===== src/rtl/mem_stage.sv =====
// Memory stage: accepts one instruction from EX, performs any data-cache
// access over dREN/dWEN/dhit, and registers the MEM/WB fields for writeback.
module mem_stage #(
  parameter int unsigned WORD_W   = 32,
  parameter int unsigned REGSEL_W = 5,
  parameter int unsigned SRC_W    = 2
) (
  input  logic                CLK,
  input  logic                RST,
  // EX side
  input  logic                ex_valid,
  output logic                ex_ready,
  input  logic [WORD_W-1:0]   ex_alu_result,
  input  logic [WORD_W-1:0]   ex_store_data,
  input  logic [WORD_W-1:0]   ex_instr_npc,
  input  logic [REGSEL_W-1:0] ex_wsel,
  input  logic                ex_wen,
  input  logic [SRC_W-1:0]    ex_wdat_source,
  input  logic                ex_mem_read,
  input  logic                ex_mem_write,
  input  logic                ex_halt,
  // data cache side
  output logic                dREN,
  output logic                dWEN,
  output logic [WORD_W-1:0]   daddr,
  output logic [WORD_W-1:0]   dstore,
  input  logic                dhit,
  input  logic [WORD_W-1:0]   dmemload,
  // MEM/WB fields
  output logic                wb_valid,
  output logic [WORD_W-1:0]   wb_alu_result,
  output logic [WORD_W-1:0]   wb_dmemload,
  output logic [WORD_W-1:0]   wb_instr_npc,
  output logic [REGSEL_W-1:0] wb_wsel,
  output logic                wb_wen,
  output logic [SRC_W-1:0]    wb_wdat_source,
  output logic                wb_halt
);

  typedef enum logic [1:0] {
    IDLE   = 2'd0,
    ACCESS = 2'd1,
    HALTED = 2'd2
  } state_t;

  // Instruction parked while its data access is outstanding.
  typedef struct packed {
    logic [WORD_W-1:0]   alu_result;
    logic [WORD_W-1:0]   store_data;
    logic [WORD_W-1:0]   instr_npc;
    logic [REGSEL_W-1:0] wsel;
    logic                wen;
    logic [SRC_W-1:0]    wdat_source;
    logic                mem_read;
    logic                mem_write;
  } held_t;

  state_t                state_q;
  held_t                 held_q;
  logic                  wb_valid_q;
  logic [WORD_W-1:0]     wb_alu_result_q;
  logic [WORD_W-1:0]     wb_dmemload_q;
  logic [WORD_W-1:0]     wb_instr_npc_q;
  logic [REGSEL_W-1:0]   wb_wsel_q;
  logic                  wb_wen_q;
  logic [SRC_W-1:0]      wb_wdat_source_q;
  logic                  wb_halt_q;

  logic                  in_access;
  logic                  accept;

  assign in_access = (state_q == ACCESS);
  assign ex_ready  = (state_q == IDLE);
  assign accept    = ex_valid & ex_ready;

  // Cache request is a decode of the held instruction; forced low outside ACCESS.
  always_comb begin
    dWEN   = in_access & held_q.mem_write;
    dREN   = in_access & held_q.mem_read & ~held_q.mem_write;
    daddr  = in_access ? {held_q.alu_result[WORD_W-1:2], 2'b00} : '0;
    dstore = in_access ? held_q.store_data : '0;
  end

  // Control FSM together with the held instruction and MEM/WB registers.
  always_ff @(posedge CLK) begin
    if (RST) begin
      state_q          <= IDLE;
      held_q           <= '0;
      wb_valid_q       <= 1'b0;
      wb_alu_result_q  <= '0;
      wb_dmemload_q    <= '0;
      wb_instr_npc_q   <= '0;
      wb_wsel_q        <= '0;
      wb_wen_q         <= 1'b0;
      wb_wdat_source_q <= '0;
      wb_halt_q        <= 1'b0;
    end else begin
      wb_valid_q <= 1'b0;
      wb_wen_q   <= 1'b0;
      case (state_q)
        IDLE: begin
          if (accept) begin
            if (ex_halt) begin
              wb_valid_q       <= 1'b1;
              wb_alu_result_q  <= ex_alu_result;
              wb_dmemload_q    <= '0;
              wb_instr_npc_q   <= ex_instr_npc;
              wb_wsel_q        <= ex_wsel;
              wb_wen_q         <= ex_wen;
              wb_wdat_source_q <= ex_wdat_source;
              wb_halt_q        <= 1'b1;
              state_q          <= HALTED;
            end else if (ex_mem_read | ex_mem_write) begin
              held_q.alu_result  <= ex_alu_result;
              held_q.store_data  <= ex_store_data;
              held_q.instr_npc   <= ex_instr_npc;
              held_q.wsel        <= ex_wsel;
              held_q.wen         <= ex_wen;
              held_q.wdat_source <= ex_wdat_source;
              held_q.mem_read    <= ex_mem_read;
              held_q.mem_write   <= ex_mem_write;
              state_q            <= ACCESS;
            end else begin
              wb_valid_q       <= 1'b1;
              wb_alu_result_q  <= ex_alu_result;
              wb_dmemload_q    <= '0;
              wb_instr_npc_q   <= ex_instr_npc;
              wb_wsel_q        <= ex_wsel;
              wb_wen_q         <= ex_wen;
              wb_wdat_source_q <= ex_wdat_source;
            end
          end
        end
        ACCESS: begin
          if (dhit) begin
            wb_valid_q       <= 1'b1;
            wb_alu_result_q  <= held_q.alu_result;
            wb_dmemload_q    <= held_q.mem_write ? '0 : dmemload;
            wb_instr_npc_q   <= held_q.instr_npc;
            wb_wsel_q        <= held_q.wsel;
            wb_wen_q         <= held_q.wen;
            wb_wdat_source_q <= held_q.wdat_source;
            state_q          <= IDLE;
          end
        end
        HALTED: begin
          state_q <= HALTED;
        end
        default: begin
          state_q <= IDLE;
        end
      endcase
    end
  end

  assign wb_valid       = wb_valid_q;
  assign wb_alu_result  = wb_alu_result_q;
  assign wb_dmemload    = wb_dmemload_q;
  assign wb_instr_npc   = wb_instr_npc_q;
  assign wb_wsel        = wb_wsel_q;
  assign wb_wen         = wb_wen_q;
  assign wb_wdat_source = wb_wdat_source_q;
  assign wb_halt        = wb_halt_q;

endmodule


===== config.mk =====
export PLATFORM = sky130hd
export DESIGN_NAME = mem_stage
export DESIGN_NICKNAME = d
export VERILOG_FILES = /design/src/rtl/mem_stage.sv
export SDC_FILE = /design/constraint.sdc
export NUM_CORES = 1
export LEC_CHECK = 0
export ABC_AREA = 1
export BUFFER_PORTS_ARGS = -buffer_cell sky130_fd_sc_hd__buf_2
export CAP_MARGIN = 20
export CORE_ASPECT_RATIO = 0.75
export CORE_MARGIN = 2
export CORE_UTILIZATION = 30
export DETAILED_ROUTE_END_ITERATION = 12
export GPL_ROUTABILITY_DRIVEN = 1
export GPL_TIMING_DRIVEN = 0
export PLACE_DENSITY_LB_ADDON = 0.2
export SLEW_MARGIN = 10
export SYNTH_ARGS = -nofsm -noshare
export SYNTH_HDL_FRONTEND = slang
export SYNTH_SLANG_ARGS = --single-unit

===== constraint.sdc =====
create_clock -name CLK -period 4.6 [get_ports CLK]
set_clock_uncertainty 0.05 [all_clocks]
set_input_delay 0.69 -clock CLK [delete_from_list [all_inputs] [get_ports CLK]]
set_output_delay 0.69 -clock CLK [all_outputs]
set_load 0.1 [all_outputs]

* Yosys cells after proc, flatten, opt, wreduce, memory -nomap -nowiden *
Index checks and enable logic that the tools add are counted.

storage, ports and cells
  bits in registers = 214
  bits of input ports = 143
  output and inout port bits = 173
  logic and storage cells = 79

operators by class
  equal/unequal tests = 6
  muxes and demuxes = 43
  bitwise operators = 7
  reduce and logical (&&, ||, !) cells = 6

operator list
  operator                                        number
  two-way mux 32 bit                              15
  one-hot mux 32 bit (2 select lines)             3
  two-way mux 5 bit                               4
  two-way mux 2 bit                               8
  one-hot mux 5 bit (2 select lines)              1
  two-way mux 1 bit                               8
  AND reduction 4 bit                             2
  one-hot mux 2 bit (3 select lines)              1
  AND reduction 3 bit                             2
  AND 1 bit                                       4
  one-hot mux 1 bit (2 select lines)              2
  one-hot mux 2 bit (2 select lines)              1
  != test 3 x 1 -> 1 bit (second input constant)  1
  != test 3 bit (second input constant)           1
  == test 2 x 1 -> 1 bit (second input constant)  1
  == test 2 bit (second input constant)           1
  zero test 2 bit                                 1
  != test 2 x 1 -> 1 bit (second input constant)  1
  != test 2 bit (second input constant)           1
  NOT 1 bit                                       2
  nonzero test 2 bit                              1
  bitwise OR 1 bit                                1

* Longest topological paths before layout *
Gate-level depths: netlist (run 1).

  depth after elaboration = 5
  mapped depth = 9
  mapped depth without buffers = 7

* Least setup slack after synthesis (run 1) *
No wires, ideal clock.

  path type = register to output
  start point = register state_q[1]
  end point = output dREN
  data arrival time = 2816 ps
  required time = 3860 ps
  setup slack = 1044 ps
  cell stages (with the launch flop) = 6
  path buffers = 2
  cell sequence = dfxtp_1 > inv_1 > nand2_1 > buf_2 > clkbuf_1 > nor3_1

between the ends
  longest elaborated chain between the ends = 3

RTL lines
  item                    line  RTL
  from (decl)             58    state_t state_q;
  from (signal assigned)  87    state_q <= IDLE;
  from (signal assigned)  112   state_q <= HALTED;
  from (signal assigned)  122   state_q <= ACCESS;
  == test 2 x 1 -> 1 bit  72    assign in_access = (state_q == ACCESS);
  AND 1 bit (2 in a row)  79    dREN = in_access & held_q.mem_read & ~held_q.mem_write;
  to (decl)               23    output logic dREN,

No other way between the ends.

* Worst setup path after layout (run 1) *
  start point = register state_q[1]
  end point = output dstore[25]

between the ends
  longest elaborated chain between the ends = 2

RTL lines
  item                    line  RTL
  == test 2 x 1 -> 1 bit  72
  two-way mux 32 bit      81    dstore = in_access ? held_q.store_data : '0;
  to (decl)               26    output logic [WORD_W-1:0] dstore,

No other way between the ends.

==> run metrics, run 1 <==
status=complete, no violations; Vias per Instance=4.46; final worst-path cycle share=81.8%; most used routing layer=met2; biggest cell delay along the critical path=0.71 ns; Max Cap Viol=0; arrival time at the worst endpoint=3.02 ns; type of the tightest min-delay check=primary input to register; clock sink total=214; maximum number of pins on one net before global-route repair=13; biggest area contributors in the synthesized netlist=sky130_fd_sc_hd__dfxtp_1 (41%), sky130_fd_sc_hd__nor2_1 (17%), sky130_fd_sc_hd__nand2_1 (14%); number of resized instances in the post-cts repair step=0; met1 Use GR=28.3%; CTS max path bufs=3; die width=220 um; worst path required time=3.86 ns; clock tree from TritonCTS=yes; initial antenna violation count=9; gate count after technology mapping=1,712; headroom to the max-slew limit=36.3%; cells along the critical path=inv_1 -> nand2_1 -> buf_2 -> clkbuf_1 -> buf_1 -> nor2_1 -> buf_2; Synth cell types=19; Fin. Hold Viols=0; Worst-Margin Slew=0.956 ns; biggest fanout along the worst timing path=10; number of synthesized register bits=214; Iter 0 DRT Violations=621; effective utilization at floorplan=30.3%; ratio of total power to cell area=430 nW/um^2; Worst setup SP type=register; layout overhead on the synthesized area=28.0%; total of hold buffers inserted after clock tree synthesis=0; boundary pin count=316; Placement Rows=59; register area share after synthesis=40.9%; fraction of synthesized cell area taken by the top area cell type=40.9%; Slowest cell on crit path=sky130_fd_sc_hd__clkbuf_1; First-pass DRT Iterations=5; clock latency at the later pin of the worst-skew pair=0.53 ns; worst IR drop on VDD=229 uV; first-pass GRT wire length=58.5 mm; cell type contributing the most total cell area after synthesis=sky130_fd_sc_hd__dfxtp_1; antenna viol nets, final=0; most numerous cell on the critical path=sky130_fd_sc_hd__buf_2; overflow left after global routing=0; sort of element at the end of the critical path=primary output; met3 Use GR=4.91%; layout cells sized above 1=19.6%; area enclosed by the die boundary=36,400 um^2; # Post-CTS Setup Buffers=0; Post-DP HPWL=28.1 mm; core region area=34,500 um^2; placer's final routability congestion estimate=0.815; CTS Root Cell=sky130_fd_sc_hd__clkbuf_16; clock-pin slew of the registers on the worst-case setup and hold paths=0.07 ns; number of failing setup endpoints in the final timing report=0; met2 capacity usage during global routing=32.1%; Period minus WS final=3.76 ns; most common cell after layout, fill and taps aside=sky130_fd_sc_hd__nor2_1; area of the mapped netlist=10,500 um^2; via count of the routed design=11,290; number of remaining DRC errors=0; Avg Inst Size Synth=6.11 um^2; PortBufs=312; wire length per cell after detailed routing=15.1 um; post-layout net count=2,195; total CTS buffers=25; number of max-slew violations in the final report=0; global routing usage summed across all routing layers=20.3%; die outline height=166 um; Routed WL=38.2 mm; leakage=7.08 nW; via count of the first global-routing pass=10,601; total of warnings raised by yosys=0; startpoint-to-endpoint class of the critical path=register to primary output; depth of the CTS H-tree=1; Post-Route Setup TNS=0 ns; RSZ-0062 raised after global routing=no; commonest non-fill, non-tap cells in the layout=sky130_fd_sc_hd__nor2_1 (482), sky130_fd_sc_hd__nand2_1 (382), sky130_fd_sc_hd__buf_2 (346); highest achievable clock rate=266 MHz; final core area utilization=38.8%
[synth_stat cells]
| cell type | instances |
|---|---|
| sky130_fd_sc_hd__nand3_4 | 1 |
| sky130_fd_sc_hd__o21a_1 | 1 |
| sky130_fd_sc_hd__nand3_1 | 46 |
| sky130_fd_sc_hd__nor2_1 | 482 |
| sky130_fd_sc_hd__nand4_1 | 105 |
| sky130_fd_sc_hd__o21ai_0 | 71 |
| sky130_fd_sc_hd__clkbuf_1 | 53 |
| sky130_fd_sc_hd__buf_2 | 34 |
| sky130_fd_sc_hd__clkinv_1 | 1 |
| sky130_fd_sc_hd__buf_1 | 25 |
| sky130_fd_sc_hd__nor2_4 | 1 |
| sky130_fd_sc_hd__conb_1 | 1 |
| sky130_fd_sc_hd__buf_4 | 14 |
| sky130_fd_sc_hd__or2_2 | 1 |
| sky130_fd_sc_hd__dfxtp_1 | 214 |
| sky130_fd_sc_hd__nand2_1 | 382 |
| sky130_fd_sc_hd__nor3_1 | 1 |
| sky130_fd_sc_hd__a21oi_1 | 23 |
| sky130_fd_sc_hd__inv_1 | 256 |
[power by group]
group / total, mW / internal [mW] / switching (mW) / leakage (nW)
clock network: 1.93 / 1.09 / 0.844 / 0.394
logic: 1.72 / 0.349 / 1.37 / 4.92
registers: 2.10 / 2.02 / 0.0825 / 1.76
total: 5.76 / 3.46 / 2.30 / 7.08
[path summary, 6_finish.rpt]
path | start | end | slack [ns] | cells after the start
max | state_q[1]$_SDFFE_PP0P_ | dstore[25] | 0.84 | 7
min | ex_wen | wb_wen$_SDFF_PP0_ | 0.36 | 3
max reg2reg | state_q[0]$_SDFFE_PP0P_ | wb_wdat_source[1]$_SDFFE_PP0P_ | 2.33 | 7
min reg2reg | held_q[15]$_SDFFE_PP0P_ | held_q[15]$_SDFFE_PP0P_ | 0.43 | 2
[through the flow]
step	instance area (um^2)	power, mW	cells	worst slack (ns)	hold WS, ns
2_1_floorplan	10500	3.48	1713	1.04	0.405
6_report	13400	5.76	2533	0.835	0.363
3_3_place_gp	12600	3.86	2482	1.31	0.395
4_1_cts	13400	5.82	2527	0.714	0.334
3_5_place_dp	12600	3.87	2482	1.31	0.410
5_1_grt	13400	6.04	2529	0.608	0.354
[registers in the layout, indices dropped and copies added, names as in the netlist]
name,cells
wb_alu_result,32
wb_wen,1
state_q,2
wb_wsel,5
wb_halt,1
wb_dmemload,32
wb_wdat_source,2
held_q,106
wb_valid,1
wb_instr_npc,32
[cells by family (layout without fill, tap and decap cells)]
group | count (synthesis) | count (layout) | synth area share [%]
AND/OR/NAND/NOR | 1019 | 1019 | 39.8
buffers and inverters | 383 | 740 | 14.6
flip-flops | 214 | 214 | 40.9
AO/OA/AOI/OAI | 95 | 95 | 4.57
other | 1 | 8 | 0.0358
[metal layers]
layer / vias up / part of all wire [%]
met3: 49 / 6.6
li1: 5848 / -
met1: 5125 / 48
met2: 264 / 44
met5: - / 0.071
met4: 4 / 1.7
[critical path: cells and delay by family, from the launching register on]
kind | cells | cell delay [ns]
flops | 1 | 0.35
simple gates | 2 | 0.20
buf+inv | 5 | 1.94
[area by class of cell]
cell class | count | area (um^2)
diodes | 6 | 15.0
plain buffers | 126 | 568
clock buffers | 34 | 719
clock inverters | 11 | 57.6
fillers | 3904 | 21200
inverters | 257 | 965
multi-input cells | 1116 | 4660
flip-flops and latches | 214 | 4280
well taps | 457 | 572
repair buffers | 312 | 1560
No activity file was read; power rests on OpenSTA's default activity.
==> inputs of run 2 (changes only) <==
==> constraint.sdc (replaced) <==
create_clock -name CLK -period 3 [get_ports CLK]
set_clock_uncertainty 0.05 [all_clocks]
set_input_delay 0.45 -clock CLK [delete_from_list [all_inputs] [get_ports CLK]]
set_output_delay 0.45 -clock CLK [all_outputs]
set_load 0.1 [all_outputs]
==> run 2 against run 1 <==
  * Critical path depth unchanged
  * Core utilization increased by 0.087 points
  * Die area unchanged
  * Register-to-register slack worse by 1.6 ns
  * First-iteration DRC count shrank 2.6%
  * Final cell count decreased by 0.12%
  * Final area grew 0.22%
  * Global-route usage is 0.11 points higher
  * Critical path type unchanged
  * Critical endpoint unchanged
  * Largest power group unchanged
  * Highest routed layer unchanged
==> run metrics, run 2 (synthesis results as in run 1) <==
sort of element at the end of the critical path=primary output; number of flip-flops under the largest register name=106; final worst-path cycle share=96.3%; worst IR drop on VDD=340 uV; ratio of total power to cell area=657 nW/um^2; Iter 0 DRT Violations=605; antenna viol nets, final=0; boundary pin count=316; headroom to the max-slew limit=36.9%; power share of the sequential group=36.6%; Worst setup SP type=register; cells along the critical path=inv_1 -> nand2_1 -> buf_2 -> clkbuf_8 -> buf_2 -> nor2_1 -> clkbuf_4; clock sink total=214; Int Power=5.35 mW; clock-pin slew of the registers on the worst-case setup and hold paths=0.06 ns; final worst slack=0.112 ns; Period minus WS final=2.89 ns; arrival time at the worst endpoint=2.39 ns; total CTS buffers=26; DP Cell Count=2,482; number of remaining DRC errors=0; CTS max path bufs=3; register with the most flip-flops=held_q; final core area utilization=38.9%; layout cells sized above 1=19.5%; startpoint-to-endpoint class of the critical path=register to primary output; leakage=7.07 nW; start of the worst register-to-register path=state_q[0]$_SDFFE_PP0P_; first-pass GRT wire length=58.7 mm; post-layout net count=2,195; depth of the worst hold-timing path=3; area enclosed by the die boundary=36,400 um^2; number of failing setup endpoints in the final timing report=0; Post-DP HPWL=28.4 mm; Reg2Reg Capture Point=wb_wdat_source[1]$_SDFFE_PP0P_; slack of the worst reg-to-reg path=0.75 ns; biggest cell delay along the critical path=0.35 ns; status=complete, no violations; initial antenna violation count=9; wire length per cell after detailed routing=15.0 um; via count of the routed design=11,298; net switching power of the design=3.48 mW; fraction of power spent switching nets=39.4%; Max Cap Viol=0; Routed WL=38.0 mm; highest achievable clock rate=346 MHz; post-route insts no fill=2,530; clock tree from TritonCTS=yes; Slowest cell on crit path=sky130_fd_sc_hd__dfxtp_1; gate family responsible for the most delay along the worst path=buffers and inverters; via count of the first global-routing pass=10,621; most common cell after layout, fill and taps aside=sky130_fd_sc_hd__nor2_1; die outline height=166 um; Worst-Margin Slew=0.946 ns; placer's final routability congestion estimate=0.824; First-pass DRT Iterations=5; most numerous cell on the critical path=sky130_fd_sc_hd__buf_2; CTS Root Cell=sky130_fd_sc_hd__clkbuf_16; layout overhead on the synthesized area=28.3%; Vias per Instance=4.47; # Post-CTS Setup Buffers=0; die width=220 um; beginning of the worst hold path=ex_wen; type of the tightest min-delay check=primary input to register; overflow left after global routing=0; Clk network pwr share=33.5%; Placement Rows=59; number of max-slew violations in the final report=0; biggest fanout along the worst timing path=10; commonest non-fill, non-tap cells in the layout=sky130_fd_sc_hd__nor2_1 (482), sky130_fd_sc_hd__nand2_1 (382), sky130_fd_sc_hd__buf_2 (340); worst path required time=2.50 ns; core region area=34,500 um^2; global routing usage summed across all routing layers=20.4%; number of buffer and inverter stages on the critical path=5; Fin. Hold Viols=0; maximum number of pins on one net before global-route repair=13; Setup Slack @ Placement=-0.231 ns; depth of the CTS H-tree=1; clock latency at the later pin of the worst-skew pair=0.54 ns; combinational share of power=29.9%; effective utilization at floorplan=30.3%; Min-Delay Endpoint=wb_wen$_SDFF_PP0_; PortBufs=312; number of cells on the worst reg-to-reg path=7; final hold slack=0.125 ns
## run 2: worst reg2reg max path: cells and delay by family, from the launching register on
kind / cells / cell delay, ns
compound gates: 1 / 0.21
buf+inv: 3 / 0.82
flops: 1 / 0.40
simple gates: 3 / 0.69
## run 2: area by class of cell
type	instances	area (um^2)
fill	3873	21100
inverter	257	965
multi-input combinational	1116	4660
timing repair buffer	312	1580
buffer	125	581
tap	457	572
clock buffer	40	754
clock inverter	3	17.5
sequential	214	4280
antenna	6	15.0
## run 2: power by group through the flow
stage / combinational, mW / sequential (mW) / clock [mW]
after floorplan: 0.974 / 4.36 / 0
after global placement: 2.64 / 3.28 / 0
after detailed placement: 2.64 / 3.29 / 0
after CTS: 2.65 / 3.23 / 3.05
after global routing: 2.85 / 3.26 / 3.16
final: 2.64 / 3.23 / 2.96
## run 2: how the worst max path moves through the flow
stage,from,to,slack (ns),depth (start not counted)
2_1_floorplan,state_q[1]$_SDFFE_PP0P_,dstore[21],0.24,6
3_3_place_gp,state_q[1]$_SDFFE_PP0P_,dstore[25],-0.20,7
3_5_place_dp,state_q[1]$_SDFFE_PP0P_,dstore[25],-0.23,7
4_1_cts,state_q[0]$_SDFFE_PP0P_,dstore[0],0.004,6
5_1_grt,state_q[0]$_SDFFE_PP0P_,dstore[0],-0.005,6
6_report,state_q[1]$_SDFFE_PP0P_,dstore[25],0.11,7
## run 2: metrics by stage
step           total power [mW]  cell area, um^2  setup TNS [ns]
3_3_place_gp               5.92            12600           -1.59
5_1_grt                    9.27            13400        -0.00451
6_report                   8.82            13400               0
2_1_floorplan              5.33            10500               0
3_5_place_dp               5.93            12600           -2.69
4_1_cts                    8.92            13400               0
## run 2: layer usage
metal	share of wire [%]	track usage (%)	up-vias
li1	-	-	5846
met1	48	28.8	5115
met2	43	31.8	282
met3	7.7	5.18	47
met4	1.4	3.44	8
met5	0.14	0	-
## run 2: repair_timing
action / in CTS / in global routing
gates resized for setup: 7 / 9
endpoints found under the hold margin: 0 / 0
setup endpoints to repair: 54 / 21
hold buffers: 0 / 0
cloned: 0 / 0
